[config.mk]
export PLATFORM = sky130hd
export DESIGN_NAME = fp16_accumulator
export DESIGN_NICKNAME = d
export VERILOG_FILES = /design/src/rtl/fp16_accumulator.sv
export SDC_FILE = /design/constraint.sdc
export NUM_CORES = 1
export LEC_CHECK = 0
export CORE_MARGIN = 4
export CORE_UTILIZATION = 40
export CTS_BUF_LIST = sky130_fd_sc_hd__clkbuf_4 sky130_fd_sc_hd__clkbuf_8
export DETAILED_ROUTE_END_ITERATION = 10
export SKIP_LAST_GASP = 1
export SLEW_MARGIN = 10
export SYNTH_ARGS = -nofsm -noshare
export SYNTH_HDL_FRONTEND = slang
export SYNTH_SLANG_ARGS = --single-unit
[constraint.sdc]
create_clock -name clk -period 13.8 [get_ports clk]
set_input_delay 3.45 -clock clk [delete_from_list [all_inputs] [get_ports clk]]
set_output_delay 3.45 -clock clk [all_outputs]
set_load 0.01 [all_outputs]
[src/rtl/fp16_accumulator.sv]
// Sequential fp16 group accumulator: sums a stream of products delimited by in_last
// using a multi-cycle align/add/normalize/round datapath with round-to-nearest-even.
//
// state | meaning
// IDLE  | waiting for a product (in_ready high)
// ALIGN | unpack, detect specials, align smaller operand
// ADD   | magnitude add/subtract
// NORM  | normalize (carry right-shift or leading-zero left-shift)
// ROUND | round, write acc, decide DONE vs IDLE
// DONE  | group sum presented until out_ready
module fp16_accumulator #(
  parameter int CNT_W = 8
) (
  input  logic             clk,
  input  logic             rst,
  input  logic             in_valid,
  output logic             in_ready,
  input  logic [15:0]      in_data,
  input  logic             in_last,
  output logic             out_valid,
  input  logic             out_ready,
  output logic [15:0]      out_data,
  output logic [CNT_W-1:0] out_count
);

  typedef enum logic [2:0] {
    S_IDLE, S_ALIGN, S_ADD, S_NORM, S_ROUND, S_DONE
  } state_t;

  state_t state, state_n;

  logic [15:0]      acc;
  logic [CNT_W-1:0] cnt;
  logic             first;
  logic [15:0]      term;
  logic             last_q;
  logic             spec;
  logic [15:0]      spec_val;
  logic             zero_sign;
  logic             sign_r;
  logic             sub_r;
  logic [13:0]      big_m;
  logic [13:0]      small_m;
  logic [5:0]       exp_r;
  logic [14:0]      sum_r;
  logic [13:0]      mant_q;

  // align-stage combinational signals
  logic        a_nan, a_inf, t_nan, t_inf, a_big;
  logic [15:0] l_v, s_v;
  logic [4:0]  l_e, s_e, diff;
  logic [10:0] l_m, s_m;
  logic [13:0] s_ext, s_tmp, s_sh;
  logic        s_lost;
  logic        al_spec;
  logic [15:0] al_val;

  // normalize-stage combinational signals
  logic [3:0]  lz;
  logic [5:0]  emax, shamt, n_e;
  logic [13:0] n_m;

  // round-stage combinational signals
  logic [10:0] r_mant, r_mf;
  logic        r_up;
  logic [11:0] r_sum;
  logic [5:0]  r_ef;
  logic [15:0] r_val, r_final;

  assign in_ready  = (state == S_IDLE) & ~rst;
  assign out_valid = (state == S_DONE);

  always_comb begin
    state_n = state;
    case (state)
      S_IDLE:  if (in_valid) state_n = S_ALIGN;
      S_ALIGN: state_n = S_ADD;
      S_ADD:   state_n = S_NORM;
      S_NORM:  state_n = S_ROUND;
      S_ROUND: state_n = last_q ? S_DONE : S_IDLE;
      S_DONE:  if (out_ready) state_n = S_IDLE;
      default: state_n = S_IDLE;
    endcase
  end

  always_comb begin
    a_nan  = (acc[14:10] == 5'h1F) && (acc[9:0] != 10'd0);
    a_inf  = (acc[14:10] == 5'h1F) && (acc[9:0] == 10'd0);
    t_nan  = (term[14:10] == 5'h1F) && (term[9:0] != 10'd0);
    t_inf  = (term[14:10] == 5'h1F) && (term[9:0] == 10'd0);
    a_big  = acc[14:0] >= term[14:0];
    l_v    = a_big ? acc : term;
    s_v    = a_big ? term : acc;
    l_e    = (l_v[14:10] == 5'd0) ? 5'd1 : l_v[14:10];
    s_e    = (s_v[14:10] == 5'd0) ? 5'd1 : s_v[14:10];
    l_m    = {|l_v[14:10], l_v[9:0]};
    s_m    = {|s_v[14:10], s_v[9:0]};
    diff   = l_e - s_e;
    s_ext  = {s_m, 3'b000};
    s_tmp  = s_ext >> diff;
    s_lost = |(s_ext & ~(14'h3FFF << diff));
    if (diff >= 5'd14) s_sh = {13'd0, |s_m};
    else               s_sh = {s_tmp[13:1], s_tmp[0] | s_lost};

    al_spec = 1'b1;
    al_val  = 16'h0000;
    if (first)               al_val = t_nan ? 16'h7E00 : term;
    else if (a_nan || t_nan) al_val = 16'h7E00;
    else if (a_inf && t_inf) al_val = (acc[15] == term[15]) ? acc : 16'h7E00;
    else if (a_inf)          al_val = acc;
    else if (t_inf)          al_val = term;
    else                     al_spec = 1'b0;
  end

  always_comb begin
    lz = 4'd14;
    for (int i = 0; i < 14; i++) begin
      if (sum_r[i]) lz = 4'(13 - i);
    end
    emax  = exp_r - 6'd1;
    shamt = ({2'b00, lz} > emax) ? emax : {2'b00, lz};
    if (sum_r[14]) begin
      n_m = {sum_r[14:2], sum_r[1] | sum_r[0]};
      n_e = exp_r + 6'd1;
    end else begin
      n_m = sum_r[13:0] << shamt;
      n_e = exp_r - shamt;
    end
  end

  always_comb begin
    r_mant = mant_q[13:3];
    r_up   = mant_q[2] & ((|mant_q[1:0]) | r_mant[0]);
    r_sum  = {1'b0, r_mant} + {11'd0, r_up};
    if (r_sum[11]) begin
      r_mf = r_sum[11:1];
      r_ef = exp_r + 6'd1;
    end else begin
      r_mf = r_sum[10:0];
      r_ef = exp_r;
    end
    // mantissa without hidden bit can only occur at effective exp 1 (subnormal)
    if (r_ef >= 6'd31) r_val = {sign_r, 5'h1F, 10'd0};
    else               r_val = {sign_r, r_mf[10] ? r_ef[4:0] : 5'd0, r_mf[9:0]};
    r_final = spec ? spec_val : r_val;
  end

  always_ff @(posedge clk) begin
    if (rst) begin
      state     <= S_IDLE;
      acc       <= 16'h0000;
      cnt       <= '0;
      first     <= 1'b1;
      out_data  <= 16'h0000;
      out_count <= '0;
    end else begin
      state <= state_n;
      case (state)
        S_IDLE: begin
          if (in_valid) begin
            term   <= in_data;
            last_q <= in_last;
            if (cnt != '1) cnt <= cnt + 1'b1;
          end
        end
        S_ALIGN: begin
          spec      <= al_spec;
          spec_val  <= al_val;
          zero_sign <= acc[15] & term[15];
          sign_r    <= l_v[15];
          sub_r     <= acc[15] ^ term[15];
          big_m     <= {l_m, 3'b000};
          small_m   <= s_sh;
          exp_r     <= {1'b0, l_e};
        end
        S_ADD: begin
          sum_r <= sub_r ? ({1'b0, big_m} - {1'b0, small_m})
                         : ({1'b0, big_m} + {1'b0, small_m});
        end
        S_NORM: begin
          if (!spec && sum_r == 15'd0) begin
            spec     <= 1'b1;
            spec_val <= {zero_sign, 15'd0};
          end
          mant_q <= n_m;
          exp_r  <= n_e;
        end
        S_ROUND: begin
          acc   <= r_final;
          first <= 1'b0;
          if (last_q) begin
            out_data  <= r_final;
            out_count <= cnt;
          end
        end
        S_DONE: begin
          if (out_ready) begin
            cnt   <= '0;
            first <= 1'b1;
          end
        end
        default: ;
      endcase
    end
  end

endmodule

Yosys cells after proc, flatten, opt, wreduce, memory -nomap -nowiden --
Index checks and enable logic that the tools add are counted.
Cells by class: add/sub/neg operators 8, $lt $le $gt $ge 4, equal/unequal tests 13, shift-type cells 3, mux-type cells 55, bitwise logic cells 10, reductions and logical operators 34
Operators by type and width (count):
- $mux W16 | 10
- $mux W4 | 13
- $mux W15 | 3
- $pmux W16 S2 | 1
- $mux W8 | 3
- $logic_not A10 Y1 | 2
- $reduce_bool A10 Y1 | 2
- $mux W6 | 3
- $pmux W3 S6 | 1
- $pmux W8 S2 | 1
- $add A14 B14 Y15 | 1
- $ge A15 B15 Y1 | 1
- $logic_not A15 Y1 | 1
- $mux W5 | 3
- $reduce_or A15 Y1 | 1
- $sub A14 B14 Y15 | 1
- $and A14 B14 Y14 | 1
- $not A14 Y14 | 1
- $reduce_and A2 Y1 | 7
- $reduce_or A14 Y1 | 1
- $shl A14 B5 Y14 const A | 1
- $shl A14 B6 Y14 | 1
- $shr A14 B5 Y14 | 1
- $mux W13 | 1
- 37 further kinds | 66
Word-level totals: register bits after elaboration 149, output and inout port bits 26, logic and storage cells 147

Depth between registers and ports, before layout --
Gate-level depths: netlist (run 1).
depth in word-level cells 19, mapped depth 22, depth with buffers taken out 20

Worst setup path before layout (run 1) --
No wires, ideal clock.
path kind in2out, start input rst, end output in_ready, arrival time 3.845 ns, required time 10.350 ns, setup slack 6.505 ns, cell stages on the path 1, path buffers 0, path through nor4_1
On the way: longest elaborated chain between the ends 2
Ends and longest elaborated chain:
- from (decl) | RTL line 15 | input logic rst,
- $not A1 Y1 (no line)
- $and A1 B1 Y1 | RTL line 70 | assign in_ready = (state == S_IDLE) & ~rst;
- to (decl) | RTL line 17 | output logic in_ready,
No other way between the ends.

Worst setup path in the final report (run 1) --
Same ends and word-level chain as after synthesis.

==> impl.org, run 1 <==
** Timing
- Setup repair after global routing left no endpoint under its margin.
- Summed over all failing endpoints, the final setup total negative slack is 0 ns.
- Fin. max-slew vios :: 0
- The hold violation total from the final report was 0.
- The clock arrives with 0.0208 ns of skew.
- Setup violations remaining at the end of the flow were counted as 0.
- At the pin with the least slew margin, the transition time is 1.02 ns.
- Period utilization :: 0.599
- Timing would allow up to 0.121 GHz.
- Headroom to the max-slew limit came out at 0.312.
- Final critical-path setup slack :: 5.54 ns
- After layout, the minimum clock period comes to 8.26 ns.
- Final-layout worst hold slack :: 0.461 ns

** Route
- Total vias in the final route :: 7733
- After detailed routing, the number of remaining DRC violations is 0.
- For this block, the routed nets add up to 24.1 mm of wire.
- For this block, the initial DRC count from the detailed router was 641.
- For this run, the detailed router's first-pass iteration total came to 5.
- After detailed routing, the average wire length per cell comes to 17.5 µm.
- The count of nets left with antenna violations once routing finished came out at 0.
- Via-to-Cell Ratio :: 5.61

** Synthesis
- Gate count after technology mapping :: 1027
- Flip-flop cell with the highest count after synthesis :: sky130_fd_sc_hd__edfxtp_1
- In this run, synthesis inferred 97 flip-flops with an integrated enable.
- Of all cell types, the one taking the most synthesized area is sky130_fd_sc_hd__edfxtp_1.
- For this run, the register share of the synthesized area comes to 0.406.
- Netlist cell types :: 75
- Sorting the synthesized cells by how often they occur yields sky130_fd_sc_hd__nor2_1 (99), sky130_fd_sc_hd__edfxtp_1 (97), sky130_fd_sc_hd__nand2_1 (84), sky130_fd_sc_hd__a21oi_1 (76), sky130_fd_sc_hd__inv_1 (61).
- Yosys instantiated no cell more often than sky130_fd_sc_hd__nor2_1.
- Total of warnings raised by yosys :: 0
- Seq cells post-synth :: 149
- For this run, asynchronously set or reset flops after synthesis account for 0.
- The mapped netlist covers 0.00974 mm².
- Ranked by total cell area, the synthesized netlist is headed by sky130_fd_sc_hd__edfxtp_1 (30%), sky130_fd_sc_hd__dfxtp_1 (11%), sky130_fd_sc_hd__ha_1 (7.3%).
- The number of nets handed over by synthesis was 1108.
- A synthesized cell averages 9.48 µm².
- Of the post-synthesis cell area, the dominant cell type holds 0.299.

** CTS
- CTS H-tree depth :: 4
- In this run the clock root is driven by a sky130_fd_sc_hd__clkbuf_8.
- In this run the deepest clock path goes through 2 buffers.
- After clock tree synthesis, the clock-pin slew on the worst setup and hold paths is 0.09 ns.
- Number of gates given a new drive strength after cts :: 0
- Clk Latency, worst-skew pair :: 0.47 ns
- After clock tree synthesis, the setup repair step added 0 buffers.
- Counting the buffers created by CTS gives 17.
- Hold buffer count at cts :: 0
- For this design, the sink count on the clock tree is 149.
- TritonCTS clock tree :: built

** Place
- Count of input and output buffers :: 46
- Place WS :: 5.51 ns
- At the end of routability-driven placement, the weighted congestion stood at 0.901.
- Area of placed instances :: 0.0104 mm²
- Post-DP HPWL :: 18.1 mm

** Die
- Overall die area :: 0.0269 mm²
- The initialized floorplan defines 56 standard-cell rows.
- For this configuration, the core starts out at a cell density of 0.411.
- The die is 164 µm wide.
- Die height :: 164 µm
- I/O pin count :: 47
- The region available for standard cell placement spans 0.0237 mm².

** Hold path
- The path class of the tightest hold or removal check is flop to flop.

** Global routing
- Grt total ovfl :: 0
- Vias in the first global route :: 7245
- Overall track demand over capacity in global routing :: 0.183
- Pin count of the biggest net entering global routing :: 52
- Wire length of the first global-routing pass :: 38.8 mm
- The number of antenna violations at the first check in global routing was 0.

** Worst setup path
- Critical path endpoint category :: output port
- Critical Path Slowest Stage Cell :: sky130_fd_sc_hd__clkdlybuf4s50_1
- At the worst endpoint, the arrival time is 4.81 ns.
- The signal on the critical path passes through buf_2 > nor4_1 > clkdlybuf4s50_1.
- CP Class :: primary input to output port
- Of all nets on the critical path, the largest fanout is 51.
- Crit start category :: primary input
- Delay of the slowest cell on the worst path :: 0.60 ns
- STA puts the critical path data required time at 10.35 ns.

** Final layout
- Number of inserted filler cells in the final layout :: 2355
- Final core area utilization :: 0.455
- Of the cells placed in the final design, the portion with a size suffix greater than 1 is 0.0737.
- Count of antenna diodes in the layout :: 0
- Layout Cell Area excl Fill :: 0.0108 mm²
- Synthesis-to-finish area growth :: 10.7%
- Total number of nets in the final design :: 1127

** Pwr
- Power per cell area :: 96.7 mW/mm²
- Summed over all cells, the static leakage comes to 0.00416 µW.
- The worst-case IR drop observed on VDD is 0.0592 mV.

** Run status
- The flow ran to the end, and the final reports show no timing, DRC or antenna violations.

** Job
- Across the run, the number of max-cap violations was 0.
==> through the flow <==
stage | power (µW) | cells
6_report | 1040 | 1378
3_5_place_dp | 713 | 1346
4_1_cts | 1050 | 1378
5_1_grt | 1090 | 1378
3_3_place_gp | 710 | 1346
2_1_floorplan | 662 | 1027
==> kinds of logic (layout without fill, tap and decap cells) <==
group,Yosys count,in the layout,synth area share
buffers and inverters,117,149,0.0499
flip-flops,149,149,0.406
XOR/XNOR,44,44,0.0396
adder cells (fa/ha/maj),60,60,0.0794
AO/OA/AOI/OAI,252,252,0.169
AND/OR/NAND/NOR,328,328,0.163
multiplexers,77,77,0.0926
==> critical path: cells and delay by family <==
kind	cells	cell delay, ns
buf+inv	2	0.98
simple gates	1	0.36
==> area by class of cell <==
cell class,instances,area [µm²],area share
clock buffers,18,248,0.0230
well taps,319,399,0.0370
multi-input cells,761,5300,0.492
flip-flops and latches,149,3950,0.367
repair buffers,52,500,0.0464
clock inverters,14,136,0.0126
inverters,65,244,0.0226
==> sequential cells by signal (all words and copies together) (netlist names) <==
| register | flops |
|---|---|
| exp_r | 6 |
| term | 16 |
| cnt | 8 |
| first | 1 |
| zero_sign | 1 |
| last_q | 1 |
| big_m | 11 |
| acc | 16 |
| spec_val | 16 |
| state | 3 |
| spec | 1 |
| small_m | 14 |
| sum_r | 15 |
| out_count | 8 |
| sub_r | 1 |
| out_data | 16 |
| mant_q | 14 |
| sign_r | 1 |
==> where the power goes <==
part / total (µW) / switching (µW) / internal (µW)
Sequential: 520 / 21.8 / 498
Combinational: 185 / 110 / 74.9
Clock: 338 / 186 / 152
Total: 1040 / 318 / 725
==> layer usage <==
metal  global-route usage  vias up  share of wire
li1                     -     3788              -
met1                0.258     3662           0.46
met2                0.291      246           0.46
met3               0.0324       37          0.059
met4               0.0492        0          0.018
met5                    0        -              0
==> placed cells by master, fill, tap and decap left out, types with 16 or more instances in the layout <==
cell type and n:
sky130_fd_sc_hd__clkdlybuf4s50_1 45, sky130_fd_sc_hd__nor2b_1 16, sky130_fd_sc_hd__o21ai_0 43, sky130_fd_sc_hd__and2_1 17, sky130_fd_sc_hd__nor3_1 21, sky130_fd_sc_hd__nand2_1 84
sky130_fd_sc_hd__inv_1 61, sky130_fd_sc_hd__xnor2_1 30, sky130_fd_sc_hd__ha_1 57, sky130_fd_sc_hd__mux2i_1 55, sky130_fd_sc_hd__clkbuf_8 18, sky130_fd_sc_hd__nor2_1 98
sky130_fd_sc_hd__a211oi_1 39, sky130_fd_sc_hd__edfxtp_1 97, sky130_fd_sc_hd__and3_1 17, sky130_fd_sc_hd__dfxtp_1 52, sky130_fd_sc_hd__a21oi_1 76
==> worst paths after layout <==
kind / start / end / slack (ns) / cells after the start
worst max register to register: term[10] / small_m[0] / 8.00 / 16
worst min-delay path: out_count[2] / out_count[2] / 0.46 / 2
worst min register to register: out_count[2] / out_count[2] / 0.46 / 2
worst max-delay path: rst / in_ready / 5.54 / 3
No activity file was read; power rests on OpenSTA's default activity.
==> inputs of run 2 (changes only) <==
==> constraint.sdc (replaced) <==
create_clock -name clk -period 8.1 [get_ports clk]
set_input_delay 2.025 -clock clk [delete_from_list [all_inputs] [get_ports clk]]
set_output_delay 2.025 -clock clk [all_outputs]
set_load 0.01 [all_outputs]
==> run 2 against run 1 <==
First-iteration DRC count grew 14%. Combinational power grew 72%. Non-clock buffer count is the same. Utilization grew 0.13 points. Power grew 74%. Die area is the same. Global-route usage grew 0.99 points. Critical path type is now flop to flop.
==> impl.org, run 2 (same netlist as run 1, synthesis figures left out) <==
** Final layout
- Excluding fillers, the count of instances in the completed layout stands at 1378.
- Compared with the post-synthesis result, the final layout area differs by 11.0%.
- Total number of nets in the final design :: 1127
- The library cell used most frequently in the layout, excluding fill and tap cells, is sky130_fd_sc_hd__nor2_1.
- Layout Cell Area excl Fill :: 0.0108 mm²
- Of the cells placed in the final design, the portion with a size suffix greater than 1 is 0.0737.
- Most used cells in the layout excluding fill and tap cells :: sky130_fd_sc_hd__nor2_1 (98), sky130_fd_sc_hd__edfxtp_1 (97), sky130_fd_sc_hd__nand2_1 (84), sky130_fd_sc_hd__a21oi_1 (76), sky130_fd_sc_hd__inv_1 (61)
- Number of inserted filler cells in the final layout :: 2342
- Count of antenna diodes in the layout :: 0

** Timing
- Final setup violating endpoints :: 0
- Period utilization :: 0.683
- The worst path needs 5.53 ns of the cycle, external delays included.
- Final worst clock skew :: 0.0240 ns
- Setup repair after global routing left no endpoint under its margin.
- Max Freq :: 0.181 GHz
- Adding up every negative setup slack in the final design gives 0 ns.
- Worst slew pin tran :: 1.20 ns
- Final-layout worst hold slack :: 0.462 ns
- The worst pin sits at a relative slew slack of 0.198.
- The final-report max-slew violation count is 0.
- Number of hold violations in the final report :: 0

** CTS
- For the worst-skew pair, the clock arrives at the later sink with an insertion delay of 0.48 ns.
- Buffer levels on the longest clock path :: 2
- Number of clock buffers inserted by TritonCTS :: 17
- After clock tree synthesis, the setup repair step added 0 buffers.
- CTS saw 149 sinks.
- Clock-pin slew was measured on the worst setup and hold paths at 0.11 ns.
- In this run the clock root is driven by a sky130_fd_sc_hd__clkbuf_8.
- Number of gates given a new drive strength after cts :: 0
- In this run, post-CTS hold repair placed 0 buffers.
- CTS H-tree depth :: 4
- TritonCTS clock tree :: built

** Global routing
- Number of antenna violations at the first check in global routing :: 0
- Overall track demand over capacity in global routing :: 0.193
- Pin count of the biggest net entering global routing :: 52
- Vias in the first global route :: 7366
- Wire length of the first global-routing pass :: 40.5 mm
- The total overflow left after global routing is 0.

** Worst setup path
- The critical path in this run is classified as flop to flop.
- Required time worst endpoint :: 8.32 ns
- Top cell family by delay on the critical path :: compound AO/OA/AOI/OAI gates
- The critical path contains buffers and inverters numbering 2 combined.
- WP data arrival :: 5.75 ns
- STA classifies the critical path startpoint as a flop.
- Critical path peak fanout :: 35
- Crit path cell chain :: inv_1 > ha_1 > a21o_1 > a221oi_1 > o21ai_1 > a21oi_4 > buf_4 > mux2i_1 > nand4_1 > and2_1 > ha_1 > fa_1 > xor2_1 > mux2i_1 > o41ai_1 > a21oi_1
- Critical path endpoint category :: flop
- Delay of the slowest cell on the worst path :: 0.95 ns
- Critical Path Slowest Stage Cell :: sky130_fd_sc_hd__xor2_1

** Place
- Detailed placement finished with a half-perimeter wire length of 19.1 mm.
- Summing all placed instances gives a cell area of 0.0104 mm².
- In this run, placement finished with an instance count of 1346.
- Count of input and output buffers :: 46
- Last weighted congestion value of the routability-driven placer :: 0.922

** Die
- After floorplanning, the core was sized to cover 0.0237 mm².
- I/O pin count :: 47
- Die height :: 164 µm
- The die covers 0.0269 mm².
- For this configuration, the core starts out at a cell density of 0.411.
- The die is 164 µm wide.
- Total number of placement rows :: 56

** Pwr
- Total power draw :: 1810 µW
- Dividing total power by cell area gives a power density of 168 mW/mm².
- Cell-internal power :: 1240 µW
- The share of total power dissipated in combinational logic is 0.175.
- Flop pwr share :: 0.489
- Worst VDD drop :: 0.0885 mV
- The share of total power dissipated in the clock network is 0.336.
- For this design the total switching power over the nets is 573 µW.
- The analysis attributes to cell leakage a power of 0.00417 µW.
- Of the total power, the share spent switching nets is 0.316.

** Run status
- The run finished with clean final reports.

** Route
- Final WL :: 25.4 mm
- Wire length per cell after detailed routing :: 18.4 µm
- Detailed router's first-iteration violation count :: 732
- The detail route stage leaves a number of antenna-violating nets equal to 0.
- The first detailed-routing pass ran for 5 iterations.
- In the routed design, unresolved DRC markers number 0.
- Across all layers, the routed design uses 7839 vias.
- After detailed routing, the number of vias per cell comes to 5.69.

** Job
- Across the run, the number of max-cap violations was 0.

** Hold path
- Hold Path Class :: flop to flop
run 2: area by class of cell:
class	count	area, µm²	share of cell area
well taps	319	399	0.0369
flip-flops and latches	149	3950	0.366
inverters	65	244	0.0226
multi-input cells	761	5300	0.490
repair buffers	52	500	0.0463
clock inverters	15	180	0.0167
clock buffers	17	234	0.0216
run 2: power by group through the flow:
stage          sequential (µW)  clock, µW  combinational, µW
2_1_floorplan              884          0                244
3_3_place_gp               903          0                313
3_5_place_dp               904          0                315
4_1_cts                    886        625                317
5_1_grt                    891        656                354
6_report                   887        609                318
run 2: worst min-delay path: stages (launching register included):
cell	delay, ns
sky130_fd_sc_hd__dfxtp_1	0.33
sky130_fd_sc_hd__nand2_1	0.05
sky130_fd_sc_hd__a21oi_1	0.05
run 2: per-layer routing:
metal	track usage	wire (µm)	vias up
met5	0	0	-
met4	0.0797	801	0
li1	-	-	3800
met1	0.268	11500	3699
met3	0.0316	1610	50
met2	0.299	11500	290
run 2: worst paths after layout:
check	start	endpoint	slack, ns	cells past startpoint
worst max register to register	term[5]	small_m[0]	2.57	16
worst min register to register	out_count[2]	out_count[2]	0.46	2
worst min-delay path	out_count[2]	out_count[2]	0.46	2
worst max-delay path	term[5]	small_m[0]	2.57	16
run 2: stage by stage:
step                      utilization  setup WS [ns]
final                           0.457           2.57
after global routing            0.457           2.17
after CTS                       0.457           2.61
after detailed placement        0.439           2.64
after global placement          0.439           2.69
after floorplan                     -           3.38
==> inputs of run 3 (changes only) <==
==> constraint.sdc (replaced) <==
create_clock -name clk -period 4.43 [get_ports clk]
set_input_delay 1.1075 -clock clk [delete_from_list [all_inputs] [get_ports clk]]
set_output_delay 1.1075 -clock clk [all_outputs]
set_load 0.01 [all_outputs]
==> run 3 against run 2 <==
Clock-buffer cell count grew 2. First-iteration DRC count grew 0.82%. Register-to-register slack lost 2.4 ns. Largest power group unchanged.
==> impl.org, run 3 (same netlist as run 1, synthesis figures left out) <==
** Global routing
- In the global route stage, overall resource usage came out at 0.196.
- Number of antenna violations at the first check in global routing :: 0
- Grt total ovfl :: 0
- The first global-routing pass estimated 41.1 mm of wire.
- Pin count of the biggest net entering global routing :: 51
- Vias in the first global route :: 7424

** Die
- Measured along the x axis, the die boundary spans 164 µm.
- The initial utilization of the core area, before any placement, comes to 0.411.
- Std-Cell Core Area :: 0.0237 mm²
- The die covers 0.0269 mm².
- Pin placement for this block handled 47 I/O pins.
- From bottom edge to top edge, the die measures 164 µm.
- After floorplanning, the core was divided into 56 placement rows.

** Final layout
- Count of antenna diodes in the layout :: 0
- Synthesis-to-finish area growth :: 17.1%
- In the final layout, the share of cells above drive strength 1 is 0.146.
- In the final design database the tool counted 1190 nets.
- Most used cells in the layout excluding fill and tap cells :: sky130_fd_sc_hd__nor2_1 (97), sky130_fd_sc_hd__edfxtp_1 (97), sky130_fd_sc_hd__nand2_1 (84), sky130_fd_sc_hd__a21oi_1 (76), sky130_fd_sc_hd__buf_4 (65)

** Pwr
- Power per cell area :: 293 mW/mm²
- Worst VDD drop :: 0.174 mV
- Leakage component of the power :: 0.00449 µW

** Route
- Wire length per cell after detailed routing :: 18.1 µm
- The pre-antenna-repair detailed-routing pass consisted of 7 iterations.
- After detailed routing, the number of remaining DRC violations is 0.
- Wires add up to 26.0 mm.
- In this run, the number of DRC markers left after iteration 0 of detailed routing was 738.
- Via-to-Cell Ratio :: 5.54
- Detailed routing inserted a total of 7976 vias.
- Routed Antenna Nets :: 0

** Timing
- Max Freq :: 0.235 GHz
- At the pin with the least slew margin, the transition time is 1.04 ns.
- Worst-case headroom to the max-slew limit :: 0.309
- For the final routed database, the setup TNS stands at 0 ns.
- Setup repair after global routing could not meet its margin everywhere.
- Fin. max-slew vios :: 0
- Subtracting the final worst setup slack from the clock period gives 4.25 ns.
- Final critical-path setup slack :: 0.178 ns
- Final setup violating endpoints :: 0
- Final worst clock skew :: 0.0196 ns
- The hold violation total from the final report came to 0.
- Period utilization :: 0.960

** Worst setup path
- STA puts the critical path data required time at 4.61 ns.
- Measured in cells, the most critical reg-to-reg path has a length of 20.
- Traced cell by cell, the critical path runs through nor2_1 > o31ai_1 > a211oi_1 > o311ai_1 > inv_1 > ha_1 > nor2b_1 > o21a_1 > o21a_1 > o2111a_2 > buf_4 > mux2i_2 > inv_2 > ha_1 > o21ai_0 > nand2b_1 > a211o_1 > o21ai_0 > xnor2_1 > nor2_1.
- In this run the worst path has a maximum fanout of 5.
- CP Class :: flop to flop
- Critical Path Slowest Stage Cell :: sky130_fd_sc_hd__edfxtp_1
- Delay of the slowest cell on the worst path :: 0.42 ns
- WP data arrival :: 4.43 ns
- Crit start category :: flop
- STA classifies the critical path endpoint as a flop.

** CTS
- The clock passes through at most 2 buffers.
- In this run the clock root is driven by a sky130_fd_sc_hd__clkbuf_8.
- Clock tree synthesis found a total of 149 sinks.
- Number of clock buffers inserted by TritonCTS :: 17
- CTS H-tree depth :: 4
- At the later pin of the worst-skew pair, clock insertion delay measures 0.46 ns.
- Buffers inserted to repair hold after CTS numbered 0.
- TritonCTS built the clock tree.
- Clock-pin slew was measured on the worst setup and hold paths at 0.10 ns.

** Place
- At the placement stage, the worst setup path has a slack of 0.00874 ns.
- Port buffering added 46 buffers.
- At the end of routability-driven placement, the weighted congestion stood at 0.939.
- The wire-length estimate of the detail-placed layout is 19.7 mm.

** Hold path
- Hold Path Class :: flop to flop
- Hold Crit Depth :: 2

** Job
- Across the run, the number of max-cap violations was 0.

** Run status
- The run finished with clean final reports.
## run 3: path summary, 6_finish.rpt
kind,endpoint,start,slack [ns]
setup reg to reg,exp_r[5],sum_r[1],0.18
setup / recovery,exp_r[5],sum_r[1],0.18
hold / removal,out_count[5],out_count[5],0.46
hold reg to reg,out_count[5],out_count[5],0.46
## run 3: worst max-delay path, delay by kind of cell, from the launching register on
family | cells | cell delay (ns)
buf+inv | 3 | 0.31
mux | 1 | 0.21
compound gates | 9 | 1.88
simple gates | 4 | 0.39
xor+xnor | 1 | 0.16
flops | 1 | 0.42
fa+ha+maj | 2 | 0.63
## run 3: area by class of cell
cell class	count	area, µm²
clock inverter	13	140
sequential	149	3950
inverter	65	244
clock buffer	19	249
fill	2274	12300
multi-input combinational	761	5410
tap	319	399
timing repair buffer	115	1000
## run 3: routing by layer
layer | vias up | share of wire | track usage
li1 | 3910 | - | -
met1 | 3796 | 0.47 | 0.281
met2 | 232 | 0.46 | 0.304
met3 | 38 | 0.049 | 0.0339
met4 | 0 | 0.020 | 0.0560
met5 | - | 0 | 0
## run 3: what timing repair did
item / 4_1_cts / 5_1_grt
setup endpoints to repair: 2 / 21
resized for setup: 2 / 25
pin swaps: 0 / 8
buffers inserted: 0 / 4
## run 3: where the power goes
| group | total [µW] | switching (µW) | internal [µW] | leakage, µW |
|---|---|---|---|---|
| clock network | 1070 | 590 | 477 | 0.000200 |
| registers | 1600 | 53.9 | 1550 | 0.00131 |
| logic | 671 | 386 | 285 | 0.00299 |
## run 3: metrics by stage
| step | util | hold slack [ns] | power, µW | cells | instance area [µm²] |
|---|---|---|---|---|---|
| global placement | 0.459 | 0.441 | 2270 | 1405 | 10900 |
| finish | 0.481 | 0.458 | 3340 | 1441 | 11400 |
| CTS | 0.476 | 0.462 | 3340 | 1437 | 11300 |
| floorplan | - | 0.446 | 2070 | 1027 | 9760 |
| global route | 0.481 | 0.484 | 3500 | 1441 | 11400 |
| detailed placement | 0.459 | 0.448 | 2280 | 1405 | 10900 |
